File: config.mk
export PLATFORM = sky130hd
export DESIGN_NAME = net_hold_resolver_flat
export DESIGN_NICKNAME = d
export VERILOG_FILES = /design/src/rtl/net_hold_resolver_if.sv /design/src/rtl/net_hold_resolver.sv /design/src/flat_wrapper.sv
export SDC_FILE = /design/constraint.sdc
export NUM_CORES = 1
export LEC_CHECK = 0
export BUFFER_PORTS_ARGS = -buffer_cell sky130_fd_sc_hd__buf_4
export CORE_MARGIN = 2
export CORE_UTILIZATION = 50
export CTS_CLUSTER_SIZE = 40
export DETAILED_ROUTE_END_ITERATION = 8
export HOLD_SLACK_MARGIN = 0.06
export PLACE_DENSITY = 0.93
export SYNTH_ARGS = -nofsm -noshare
export SYNTH_HDL_FRONTEND = slang
export SYNTH_SLANG_ARGS = --single-unit
export TNS_END_PERCENT = 1
File: constraint.sdc
create_clock -name clk -period 3.1 [get_ports clk]
set_input_delay 0.465 -clock clk [delete_from_list [all_inputs] [get_ports clk]]
set_output_delay 0.465 -clock clk [all_outputs]
set_load 0.02 [all_outputs]
File: src/rtl/net_hold_resolver_if.sv
// Driver/result bundle for net_hold_resolver: driver planes in, resolved net and status out.
interface net_hold_resolver_if #(
    parameter int WIDTH = 8,
    parameter int NDRV  = 4
);
    logic [NDRV-1:0]       drv_en;
    logic [NDRV*WIDTH-1:0] drv_val;
    logic [NDRV*WIDTH-1:0] drv_x;
    logic                  cnt_clr;
    logic [WIDTH-1:0]      bus_val;
    logic [WIDTH-1:0]      bus_x;
    logic [1:0]            state;
    logic                  conflict;
    logic [15:0]           conflict_cnt;
    logic                  decay_evt;

    modport master (
        output drv_en, drv_val, drv_x, cnt_clr,
        input  bus_val, bus_x, state, conflict, conflict_cnt, decay_evt
    );
    modport slave (
        input  drv_en, drv_val, drv_x, cnt_clr,
        output bus_val, bus_x, state, conflict, conflict_cnt, decay_evt
    );
endinterface

File: src/rtl/net_hold_resolver.sv
// Registered multi-driver 4-state net: wire/wor/wand resolution, trireg-style hold
// with programmable decay to X, and conflict status for the net checkers.
module net_hold_resolver #(
    parameter int WIDTH = 8,
    parameter int NDRV  = 4,
    parameter int MODE  = 0,
    parameter int DECAY = 15
) (
    input  logic               clk,
    input  logic               rst_n,
    net_hold_resolver_if.slave nif
);
    localparam int CW = (DECAY < 1) ? 1 : $clog2(DECAY + 1);

    typedef enum logic [1:0] {DRIVEN = 2'd0, HOLD = 2'd1, DECAYED = 2'd2} st_e;

    if (MODE < 0 || MODE > 2) begin : g_bad_mode
        $error("net_hold_resolver: MODE must be 0 (wire), 1 (wor) or 2 (wand)");
    end
    if (NDRV < 1) begin : g_bad_ndrv
        $error("net_hold_resolver: NDRV must be at least 1");
    end

    logic [WIDTH-1:0] res_val, res_x, res_cf;

    // Per-bit reduction over enabled drivers: known-1, known-0 and unknown votes.
    for (genvar b = 0; b < WIDTH; b++) begin : g_bit
        logic [NDRV-1:0] k1, k0, kx;
        logic            any1, any0, anyx;
        for (genvar d = 0; d < NDRV; d++) begin : g_drv
            assign k1[d] = nif.drv_en[d] & ~nif.drv_x[d*WIDTH+b] &  nif.drv_val[d*WIDTH+b];
            assign k0[d] = nif.drv_en[d] & ~nif.drv_x[d*WIDTH+b] & ~nif.drv_val[d*WIDTH+b];
            assign kx[d] = nif.drv_en[d] &  nif.drv_x[d*WIDTH+b];
        end
        assign any1 = |k1;
        assign any0 = |k0;
        assign anyx = |kx;
        if (MODE == 1) begin : g_wor
            assign res_val[b] = any1;
            assign res_x[b]   = ~any1 & anyx;
            assign res_cf[b]  = 1'b0;
        end else if (MODE == 2) begin : g_wand
            assign res_val[b] = ~any0 & ~anyx;
            assign res_x[b]   = ~any0 & anyx;
            assign res_cf[b]  = 1'b0;
        end else begin : g_wire
            assign res_cf[b]  = any1 & any0;
            assign res_x[b]   = anyx | res_cf[b];
            assign res_val[b] = any1 & ~res_x[b];
        end
    end

    st_e              st_q, st_n;
    logic [WIDTH-1:0] val_q, val_n, x_q, x_n;
    logic [CW-1:0]    hc_q, hc_n;
    logic             cf_q, cf_n, evt_q, evt_n;
    logic [15:0]      cc_q, cc_n;
    logic             driven;

    assign driven = |nif.drv_en;

    always_ff @(posedge clk or negedge rst_n) begin
        if (!rst_n) begin
            st_q  <= DECAYED;
            val_q <= '0;
            x_q   <= '1;
            hc_q  <= '0;
            cf_q  <= 1'b0;
            cc_q  <= '0;
            evt_q <= 1'b0;
        end else begin
            st_q  <= st_n;
            val_q <= val_n;
            x_q   <= x_n;
            hc_q  <= hc_n;
            cf_q  <= cf_n;
            cc_q  <= cc_n;
            evt_q <= evt_n;
        end
    end

    always_comb begin
        st_n  = st_q;
        val_n = val_q;
        x_n   = x_q;
        hc_n  = hc_q;
        evt_n = 1'b0;
        cf_n  = driven & (|res_cf);
        if (nif.cnt_clr)
            cc_n = '0;
        else if (cf_n && cc_q != 16'hFFFF)
            cc_n = cc_q + 16'd1;
        else
            cc_n = cc_q;

        if (driven) begin
            st_n  = DRIVEN;
            val_n = res_val;
            x_n   = res_x;
            hc_n  = CW'(DECAY);
        end else begin
            case (st_q)
                // hc_q holds DECAY here, so a single decrement lands on DECAY-1.
                DRIVEN: begin
                    st_n = HOLD;
                    if (DECAY != 0) hc_n = hc_q - 1'b1;
                end
                HOLD: begin
                    if (DECAY != 0) begin
                        if (hc_q == '0) begin
                            st_n  = DECAYED;
                            val_n = '0;
                            x_n   = '1;
                            evt_n = 1'b1;
                        end else begin
                            hc_n = hc_q - 1'b1;
                        end
                    end
                end
                DECAYED: st_n = DECAYED;
                default: st_n = DECAYED;
            endcase
        end
    end

    assign nif.bus_val      = val_q;
    assign nif.bus_x        = x_q;
    assign nif.state        = st_q;
    assign nif.conflict     = cf_q;
    assign nif.conflict_cnt = cc_q;
    assign nif.decay_evt    = evt_q;
endmodule

File: src/flat_wrapper.sv
// flat-port wrapper written by rule: the top's interface ports become plain ports
module net_hold_resolver_flat 
#(
    parameter int WIDTH = 8,
    parameter int NDRV  = 4,
    parameter int MODE  = 0,
    parameter int DECAY = 15
)
  (clk, rst_n, nif_drv_en, nif_drv_val, nif_drv_x, nif_cnt_clr, nif_bus_val, nif_bus_x, nif_state, nif_conflict, nif_conflict_cnt, nif_decay_evt);
  net_hold_resolver_if #(.WIDTH(WIDTH), .NDRV(NDRV)) nif_i ();
  input  logic clk;
  input  logic rst_n;
  input wire logic [$bits(nif_i.drv_en)-1:0] nif_drv_en;
  input wire logic [$bits(nif_i.drv_val)-1:0] nif_drv_val;
  input wire logic [$bits(nif_i.drv_x)-1:0] nif_drv_x;
  input wire logic [$bits(nif_i.cnt_clr)-1:0] nif_cnt_clr;
  output wire logic [$bits(nif_i.bus_val)-1:0] nif_bus_val;
  output wire logic [$bits(nif_i.bus_x)-1:0] nif_bus_x;
  output wire logic [$bits(nif_i.state)-1:0] nif_state;
  output wire logic [$bits(nif_i.conflict)-1:0] nif_conflict;
  output wire logic [$bits(nif_i.conflict_cnt)-1:0] nif_conflict_cnt;
  output wire logic [$bits(nif_i.decay_evt)-1:0] nif_decay_evt;
  assign nif_i.drv_en = nif_drv_en;
  assign nif_i.drv_val = nif_drv_val;
  assign nif_i.drv_x = nif_drv_x;
  assign nif_i.cnt_clr = nif_cnt_clr;
  assign nif_bus_val = nif_i.bus_val;
  assign nif_bus_x = nif_i.bus_x;
  assign nif_state = nif_i.state;
  assign nif_conflict = nif_i.conflict;
  assign nif_conflict_cnt = nif_i.conflict_cnt;
  assign nif_decay_evt = nif_i.decay_evt;
  net_hold_resolver #(.WIDTH(WIDTH), .NDRV(NDRV), .MODE(MODE), .DECAY(DECAY)) u_core (.clk(clk), .rst_n(rst_n), .nif(nif_i));
endmodule
# Word level (Yosys, flattened, before mapping)
# Index checks and enable logic that the tools add are counted.
word_totals:
  latch_bits: 0
  romBits: 0
  ramBits: 0
  memories: 0
  input_bits: 71
  output_inout_bits: 36
  ff_bits: 40
classes:
  multipliers: 0
  addsub: 2
  bitwise: 225
  n_shift: 0
  div: 0
  eq_ne: 4
  reduce_logical: 35
  order_cmp: 0
  muxes: 17
op_table:
  columns: ["op", "count"]
  rows:
  - ["$and 1x1->1", 145]
  - ["$reduce_or 4->1", 25]
  - ["$not 1->1", 72]
  - ["$mux 8", 6]
  - ["$mux 16", 2]
  - ["$add 16x1->16 const B", 1]
  - ["$ne 16x16->1 const B", 1]
  - ["$mux 4", 2]
  - ["$or 1x1->1", 8]
  - ["$pmux 4 s2", 1]
  - ["$reduce_or 8->1", 1]
  - ["$reduce_bool 2->1", 3]
  - ["$logic_not 4->1", 1]
  - ["$mux 2", 2]
  - ["$pmux 2 s2", 1]
  - ["$reduce_and 2->1", 2]
  - ["$sub 4x1->4 const B", 1]
  - ["$mux 1", 3]
  - ["$ne 3x1->1 const B", 1]
  - ["$ne 3x2->1 const B", 1]
  - ["$reduce_bool 3->1", 1]
  - ["$eq 2x1->1 const B", 1]
  - ["$logic_not 2->1", 1]
  - ["$logic_and 1x1->1", 1]

# Longest topological paths before layout
# Gate-level depths: netlist of the first run.
depth:
  word_depth: 10
  depth_mapped: 10
  depth_no_buf: 8

# Worst setup path before layout of the first run
# No wires, ideal clock.
synth_timing:
  path_kind: "register to register"
  start: "register u_core.cc_q[0] (netlist: u_core.nif.conflict_cnt[0])"
  end: "register u_core.cc_q[8] (netlist: u_core.nif.conflict_cnt[8])"
  path_stages_with_launch: 10
  setup_slack_ns: 0.821
  setup_ns: 0.128
  n_path_buf: 2
  required_ns: 2.972
  synth_period_minus_slack_ns: 2.279
  t_arrival_ns: 2.151
  cell_sequence: "dfrtp_1 > ha_1 > nand3_1 > nor2_1 > and3_1 > and3_1 > clkbuf_1 > buf_2 > nor3_1 > mux2_1"
synth_between:
  elab_chain_cells: 3
  elab_cells_between_ends: 6
synth_rtl:
  columns: ["item", "line", "source"]
  rows:
  - ["start: declaration", "net_hold_resolver.sv:57", "logic [15:0] cc_q, cc_n;"]
  - ["start signal: assignment", "net_hold_resolver.sv:77", "cc_q <= cc_n;"]
  - ["$add 16x1->16 / $ne 16x16->1 (equally long branches)", "net_hold_resolver.sv:92, net_hold_resolver.sv:91", null]
  - ["$mux 16 / $logic_and 1x1->1 (equally long branches)", "net_hold_resolver.sv:91", "else if (cf_n && cc_q != 16'hFFFF)"]
  - ["$mux 16 / $reduce_bool 2->1 (equally long branches)", null, null]
# Parallel ways exist; a longest one is shown, timed or not. The select of a mux whose other input is x is not followed.
# A chain may end at the register's enable or synchronous reset.

# Final worst setup path of the first run
layout_timing:
  start: "input port nif_drv_en[3]"
  end: "register u_core.cc_q[9] (netlist: u_core.nif.conflict_cnt[9])"
layout_between:
  elab_chain_cells: 8
  elab_cells_between_ends: 53
layout_rtl:
  columns: ["item", "line", "source"]
  rows:
  - ["start: declaration", "flat_wrapper.sv:13", "input wire logic [$bits(nif_i.drv_en)-1:0] nif_drv_en;"]
  - ["$and 1x1->1", "net_hold_resolver.sv:31, net_hold_resolver.sv:32", null]
  - ["$and 1x1->1, on equally long branches", "net_hold_resolver.sv:31, net_hold_resolver.sv:32", null]
  - ["$reduce_or 4->1, on equally long branches", "net_hold_resolver.sv:35, net_hold_resolver.sv:36", null]
  - ["$and 1x1->1", "net_hold_resolver.sv:47", "assign res_cf[b] = any1 & any0;"]
  - ["$reduce_or 8->1", "net_hold_resolver.sv:88", "cf_n = driven & (|res_cf);"]
  - ["$and 1x1->1 (*)", "net_hold_resolver.sv:88", null]
  - ["named net u_core.cf_n", "net_hold_resolver.sv:56", "logic cf_q, cf_n, evt_q, evt_n;"]
  - ["$logic_and 1x1->1 (*)", "net_hold_resolver.sv:91", null]
  - ["$reduce_bool 2->1 (no source line) (*)", null, null]
# Mark *: on every way through the listed nets, which the timed path passes. The rest lies on a longest branch.

==> results of run 1 <==
[state kept, by name, summed over array words and instances, names as in the netlist]
register / cells
u_core.nif.conflict: 1
u_core.nif.state: 2
u_core.nif.bus_x: 8
u_core.nif.decay_evt: 1
u_core.nif.conflict_cnt: 16
u_core.hc_q: 4
u_core.nif.bus_val: 8
[final cells by class]
class                      instances  area [sq um]  share of cell area (%)
sequential                        40          1010                    26.5
clock inverter                     2          16.3                   0.426
clock buffer                       6          72.6                    1.90
multi-input combinational        266          1780                    46.5
tap                               72          90.1                    2.36
inverter                          13          51.3                    1.34
timing repair buffer             107           803                    21.0
[per-stage QoR]
step / power [mW] / worst slack [ns] / instance area [sq um]
final: 1.29 / 0.402 / 3820
after global routing: 1.36 / 0.282 / 3820
after CTS: 1.30 / 0.416 / 3820
after detailed placement: 0.959 / 0.110 / 3730
after global placement: 0.946 / 0.170 / 3730
after floorplan: 0.793 / 0.821 / 2940
[Yosys cell counts, types with 2 or more instances]
library cell | count | area share (%)
a21oi_1 | 10 | 1.7
a22o_1 | 8 | 2.4
a22oi_1 | 16 | 4.1
a311oi_1 | 2 | 0.60
a311oi_2 | 2 | 1.0
a31oi_1 | 4 | 0.85
and2_1 | 3 | 0.64
and3_1 | 6 | 1.3
and3b_1 | 23 | 6.8
buf_2 | 4 | 0.68
buf_4 | 2 | 0.51
buf_6 | 3 | 1.1
clkbuf_1 | 9 | 1.1
dfrtp_1 | 31 | 26
dfstp_2 | 9 | 8.0
ha_1 | 2 | 0.85
inv_1 | 12 | 1.5
mux2_1 | 3 | 1.1
mux2_2 | 3 | 1.1
mux2_4 | 2 | 1.0
nand2_1 | 13 | 1.7
nand2b_1 | 3 | 0.64
nand3_1 | 13 | 2.2
nand4_1 | 3 | 0.64
nor2_1 | 44 | 5.6
nor2b_1 | 8 | 1.7
nor3_1 | 12 | 2.0
nor3b_1 | 33 | 8.4
nor4_1 | 7 | 1.5
nor4bb_1 | 4 | 1.4
o211ai_1 | 4 | 1.0
o21ai_0 | 10 | 1.7
o31ai_1 | 5 | 1.3
o32ai_1 | 4 | 1.2
or2b_1 | 2 | 0.51
or3_1 | 2 | 0.43
or4_1 | 2 | 0.51
[worst reg2reg max path: cells and delay by family, from the launching register on]
kind,cells,cell delay [ns]
buffers and inverters,1,0.15
and+or+nand+nor,6,1.29
DFF,1,0.45
muxes,1,0.29
adders and majority gates,1,0.25
[worst paths after layout]
check,startpoint,to,slack [ns],depth (start not counted)
min in group clk,u_core.nif.bus_x[3],u_core.nif.bus_x[3],0.50,2
setup / recovery,nif_drv_en[3],u_core.nif.conflict_cnt[9],0.40,9
setup reg to reg,u_core.nif.conflict_cnt[0],u_core.nif.conflict_cnt[9],0.56,9
hold / removal,rst_n,u_core.hc_q[2],0.14,1
hold reg to reg,u_core.nif.bus_x[3],u_core.nif.bus_x[3],0.50,2
max in group asynchronous,rst_n,u_core.nif.bus_x[7],2.60,1
[cell families (layout without fill, tap and decap cells)]
family / Yosys count / in the layout / share of synthesized area, %
adders and majority gates: 2 / 2 / 0.851
muxes: 8 / 8 / 3.32
and+or+nand+nor: 185 / 185 / 38.3
AOI/OAI and AO/OA: 70 / 70 / 17.6
buffers and inverters: 31 / 128 / 5.23
DFF: 40 / 40 / 34.4
xor gates and xnor gates: 1 / 1 / 0.298
[power groups by stage]
stage	combinational, mW	sequential, mW	clock, mW
after floorplan	0.170	0.623	0
after global placement	0.355	0.591	0
after detailed placement	0.366	0.593	0
after CTS	0.367	0.583	0.349
after global routing	0.401	0.586	0.370
final	0.369	0.583	0.341
[per-layer routing]
layer	GRT usage (%)	vias to the layer above	wire length, um
met5	0	-	0
li1	-	1457	-
met1	31.3	1450	3340
met2	44.1	146	3900
met4	5.59	0	101
met3	5.17	14	590
==> flow_metrics.tcl, run 1 <==
set metrics [dict create \
    status "complete, no violations" \
    stdcell_count 506 \
    cts-root-buf "clkbuf_8" \
    worstPathRequired_ns 3.28 \
    end_kind "flop" \
    clk-insertion-delay-late_ns 0.29 \
    drt_iter0_drc 110 \
    die-area_sq_um 6510 \
    fp-row-count 27 \
    clock-sinks 40 \
    cts_buffers 5 \
    rsz0062_at_grt "no" \
    worstPathCellList "buf_4 > and3b_1 > o31ai_1 > o211ai_1 > nor4_1 > and2_1 > inv_4 > and4_4 > mux2_4" \
    syn_inst 337 \
    grt_use_total_pct 24.9 \
    peakVddDrop_mv 0.245 \
    synth_top_flop_cell "dfrtp_1" \
    p_sw_share_pct 31.2 \
    setup_viol 0 \
    core_sq_um 5610 \
    clk_pin_slew_worst_paths_ns 0.08 \
    max_freq_ghz 0.371 \
    final_cell_mix "buf_4 (107), nor2_1 (44), nor3b_1 (33)" \
    synth_fp_nets 410 \
    cts_resized 0 \
    gp_congestion 0.859 \
    ys_seq_elements 40 \
    hp-class "in2async" \
    post_cts_buffers 0 \
    diodes 0 \
    grt-ovfl-total 0 \
    p_leak_nw 1.82 \
    num_io_pins 107 \
    vias 3067 \
    grt_max_degree 41 \
    hold_slack_ns 0.136 \
    syn_area_sq_um 2940 \
    drtAntennaViolNets 0 \
    hpwl_um 6240 \
    hold_viol 0 \
    antenna_found_initial 0 \
    tightestPinTransition_ns 0.895 \
    slew_headroom_pct 39.8 \
    fin_setup_tns_ns 0 \
    clock_skew_ns 0.00266 \
    final_common_cell "buf_4" \
    drv_cap 0 \
    area_growth_pct 29.9 \
    p_int_uw 889 \
    die_x_um 80.7 \
    io_buffers 106 \
    fin_crit_sh_pct 87.0 \
    p_sw_uw 404 \
    routed_via_density 6.06 \
    final_core_util_pct 68.1 \
    criticalPathCategory "in2reg" \
    dp.cells 498 \
    die_y_um 80.7 \
    grt_pass1_wl_um 12900 \
    nNetsFinal 506 \
    async_reset_ff_share_pct 100 \
    ys_seq_area_share_pct 34.4 \
    period_needed_ns 2.70 \
    seqPwrFrac_pct 45.1 \
    path_buf_inv 2 \
    cts_hold_buffers 0 \
    start_util_pct 52.5 \
    critPathArrivalTime_ns 2.88 \
    crit_slowest_cell "and2_1" \
    p_comb_share_pct 28.5 \
    cp_max_fo 27 \
    fill_cells 465 \
    drive_gt1_share_pct 31.3 \
    drc 0 \
    postSynthAreaPerCell_sq_um 8.73 \
    wl_um 7930 \
    yosysWarningCount 0 \
    grt_pass1_vias 2911 \
    htreeDepth 2 \
    tritoncts "built" \
    clock_power_share_pct 26.4 \
    synth_edf_count 0 \
    cp_top_family "simple AND/OR/NAND/NOR gates" \
    dr.pass1.iters 4 \
    clockBufferDepth 2 \
    ys_types 51 \
    cpPeakStageDelay_ns 0.59 \
    slew_viol_final 0 \
    wl_per_cell_um 15.7 \
    critical_path.startpoint_type "primary input" \
    p_per_area_nw_per_um2 338 \
]
Note: power is estimated with default switching activity, not from simulation.
==> run 2: changes to the inputs <==
--- a/config.mk
+++ b/config.mk
@@ -5,13 +5,14 @@
 export SDC_FILE = /design/constraint.sdc
 export NUM_CORES = 1
 export LEC_CHECK = 0
+export ABC_AREA = 1
 export BUFFER_PORTS_ARGS = -buffer_cell sky130_fd_sc_hd__buf_4
 export CORE_MARGIN = 2
-export CORE_UTILIZATION = 50
+export CORE_UTILIZATION = 52
 export CTS_CLUSTER_SIZE = 40
 export DETAILED_ROUTE_END_ITERATION = 8
 export HOLD_SLACK_MARGIN = 0.06
-export PLACE_DENSITY = 0.93
+export PLACE_DENSITY = 0.95
 export SYNTH_ARGS = -nofsm -noshare
 export SYNTH_HDL_FRONTEND = slang
 export SYNTH_SLANG_ARGS = --single-unit
==> constraint.sdc (replaced) <==
create_clock -name clk -period 3.36 [get_ports clk]
set_input_delay 0.504 -clock clk [delete_from_list [all_inputs] [get_ports clk]]
set_output_delay 0.504 -clock clk [all_outputs]
set_load 0.02 [all_outputs]
==> run 2 against run 1 <==
Against the previous run:
- count of clock-buffer cells in the layout is the same
- register-to-register slack better by 0.74 ns
- synthesized area grew 3.4%
- clock power increased by 38%
- routed wire length down 3.3%
- setup slack improved by 0.90 ns
- total power grew 4.3%
- flip-flop and latch count unchanged
- core utilization grew 1.9 points
- combinational power decreased by 7.3%
- critical path type is now reg2reg
- highest routed layer unchanged
==> flow_metrics.tcl, run 2 <==
set metrics [dict create \
    die_y_um 80.5 \
    tritoncts "built" \
    setup_viol 0 \
    clk-insertion-delay-late_ns 0.30 \
    yosys-top-cells-count "nand2_1 (92), inv_1 (78), nand3_1 (63)" \
    synth_top_flop_cell "dfrtp_1" \
    ys_types 34 \
    fp-row-count 27 \
    wl_um 7670 \
    slew_viol_final 0 \
    vias 3203 \
    rsz0062_at_grt "no" \
    end_kind "flop" \
    yosysTopAreaCell "dfrtp_1" \
    dr.pass1.iters 5 \
    syn_inst 424 \
    routed_via_density 5.42 \
    status "complete, no violations" \
    gr-max-usage-layer "met2" \
    num_io_pins 107 \
    synthTopCellsByArea "dfrtp_1 (26%), nand2_1 (11%), nand3_1 (10%)" \
    drive_gt1_share_pct 26.0 \
    use_met3_pct 5.28 \
    synth_top_area_share_pct 25.5 \
    grt-ovfl-total 0 \
    worstPathRequired_ns 3.60 \
    die_x_um 80.5 \
    criticalPathCategory "reg2reg" \
    fin_setup_tns_ns 0 \
    slew_headroom_pct 40.0 \
    ys_seq_elements 40 \
    clock-sinks 40 \
    place_area_sq_um 3770 \
    period_needed_ns 2.06 \
    cts_buffers 5 \
    clockBufferDepth 2 \
    ys_seq_area_share_pct 33.3 \
    cpPeakStageDelay_ns 0.42 \
    grt_pass1_wl_um 12600 \
    crit_slowest_cell "dfrtp_1" \
    area_growth_pct 28.4 \
    yosysWarningCount 0 \
    critPathArrivalTime_ns 2.29 \
    wl_per_cell_um 13.0 \
    peakVddDrop_mv 0.240 \
    pre_cts_slack_ns 1.24 \
    die-area_sq_um 6480 \
    cts_resized 0 \
    post_cts_buffers 0 \
    diodes 0 \
    p_per_area_nw_per_um2 345 \
    drv_cap 0 \
    clock_skew_ns 0.00845 \
    cp_top_family "simple AND/OR/NAND/NOR gates" \
    drc 0 \
    syn_area_sq_um 3040 \
    clk_pin_slew_worst_paths_ns 0.07 \
    global_route.usage.met1_pct 29.7 \
    hpwl_um 6130 \
    final_cell_mix "buf_4 (106), nand2_1 (92), inv_1 (78)" \
    setup_slack_ns 1.30 \
    fill_cells 451 \
    io_buffers 106 \
    fin_crit_sh_pct 61.2 \
    grtUsageMet2_pct 42.2 \
    cts-root-buf "clkbuf_8" \
    start_util_pct 54.6 \
    antenna_found_initial 0 \
    max_freq_ghz 0.486 \
    synth_edf_count 0 \
    hold_slack_ns 0.162 \
    grt_pass1_vias 2990 \
    hold_viol 0 \
    p_leak_nw 2.14 \
    gp_congestion 0.829 \
    async_reset_ff_share_pct 100 \
    drt_iter0_drc 313 \
    core_sq_um 5570 \
    critical_path.startpoint_type "flop" \
    cpMostUsedCell "nand3_1" \
    grt_use_total_pct 24.4 \
    cts_hold_buffers 0 \
    grt_max_degree 41 \
    nNetsFinal 591 \
    synth_fp_nets 497 \
    postSynthAreaPerCell_sq_um 7.17 \
    tightestPinTransition_ns 0.898 \
    final_common_cell "buf_4" \
    worstPathCellList "ha_1 > nand3_1 > nor2_2 > nand3_2 > nor2_4 > nand3_4 > nand2_4 > nand3_1 > nand2_1" \
    hp-class "in2async" \
    path_buf_inv 0 \
    drtAntennaViolNets 0 \
    yosysMostFrequentCell "nand2_1" \
    design_area_sq_um 3910 \
    cp_max_fo 17 \
    htreeDepth 2 \
    largest_register_ffs 16 \
]
run 2: cell count changes after synthesis, moves of 9 or more:
| cell | previous run | this run |
|---|---|---|
| nand2_1 | 13 | 92 |
| inv_1 | 12 | 78 |
| nand3_1 | 13 | 63 |
| nor3b_1 | 33 | 0 |
| nand3b_1 | 1 | 26 |
| and3b_1 | 23 | 0 |
| nor2_1 | 44 | 24 |
| nand4_1 | 3 | 22 |
| a22oi_1 | 16 | 0 |
| a21oi_1 | 10 | 1 |
run 2: worst paths after layout:
path | startpoint | to | slack (ns) | depth (start not counted)
min in group clk | nif_cnt_clr | u_core.nif.conflict_cnt[12] | 0.46 | 4
max | u_core.nif.conflict_cnt[1] | u_core.nif.conflict_cnt[3] | 1.30 | 9
min reg2reg | u_core.nif.bus_val[3] | u_core.nif.bus_val[3] | 0.50 | 1
min | rst_n | u_core.nif.conflict_cnt[6] | 0.16 | 1
max reg2reg | u_core.nif.conflict_cnt[1] | u_core.nif.conflict_cnt[3] | 1.30 | 9
max in group asynchronous | rst_n | u_core.nif.state[1] | 2.84 | 1
run 2: cell type report:
cell class / instances / area, sq um / area share (%)
multi-input cells: 285 / 1570 / 40.3
well taps: 72 / 90.1 / 2.31
clock inverters: 2 / 60.1 / 1.54
flip-flops and latches: 40 / 1010 / 25.9
inverters: 80 / 300 / 7.69
clock buffers: 6 / 72.6 / 1.86
repair buffers: 106 / 796 / 20.4
run 2: where the power goes:
part           total, mW  internal, mW  switching [mW]
sequential         0.537         0.516          0.0206
combinational      0.342         0.146           0.196
clock              0.469         0.297           0.173
run 2: kinds of logic (layout without fill, tap and decap cells):
| family | after synthesis | in the layout | share of synthesized area [%] |
|---|---|---|---|
| and+or+nand+nor | 242 | 242 | 40.3 |
| buffers and inverters | 99 | 194 | 15.0 |
| DFF | 40 | 40 | 33.3 |
| AOI/OAI and AO/OA | 31 | 31 | 7.77 |
| xor gates and xnor gates | 10 | 10 | 2.88 |
| adders and majority gates | 2 | 2 | 0.823 |
run 2: worst register-to-register path, delay by kind of cell, from the launching register on:
family,cells,cell delay (ns)
simple gates,8,1.37
flops,1,0.42
fa+ha+maj,1,0.21
run 2: routing by layer:
layer  vias to the layer above  wire length (um)
met5                         -                 0
met4                         0               128
met3                        13               657
met2                       163              3770
met1                      1442              3110
li1                       1585                 -
run 2: metrics by stage:
stage          utilization, %  cells  power (mW)
6_report                 70.1    591        1.35
2_1_floorplan               -    424       0.748
3_3_place_gp             67.7    583       0.876
3_5_place_dp             67.7    583       0.888
4_1_cts                  70.1    591        1.35
5_1_grt                  70.1    591        1.41
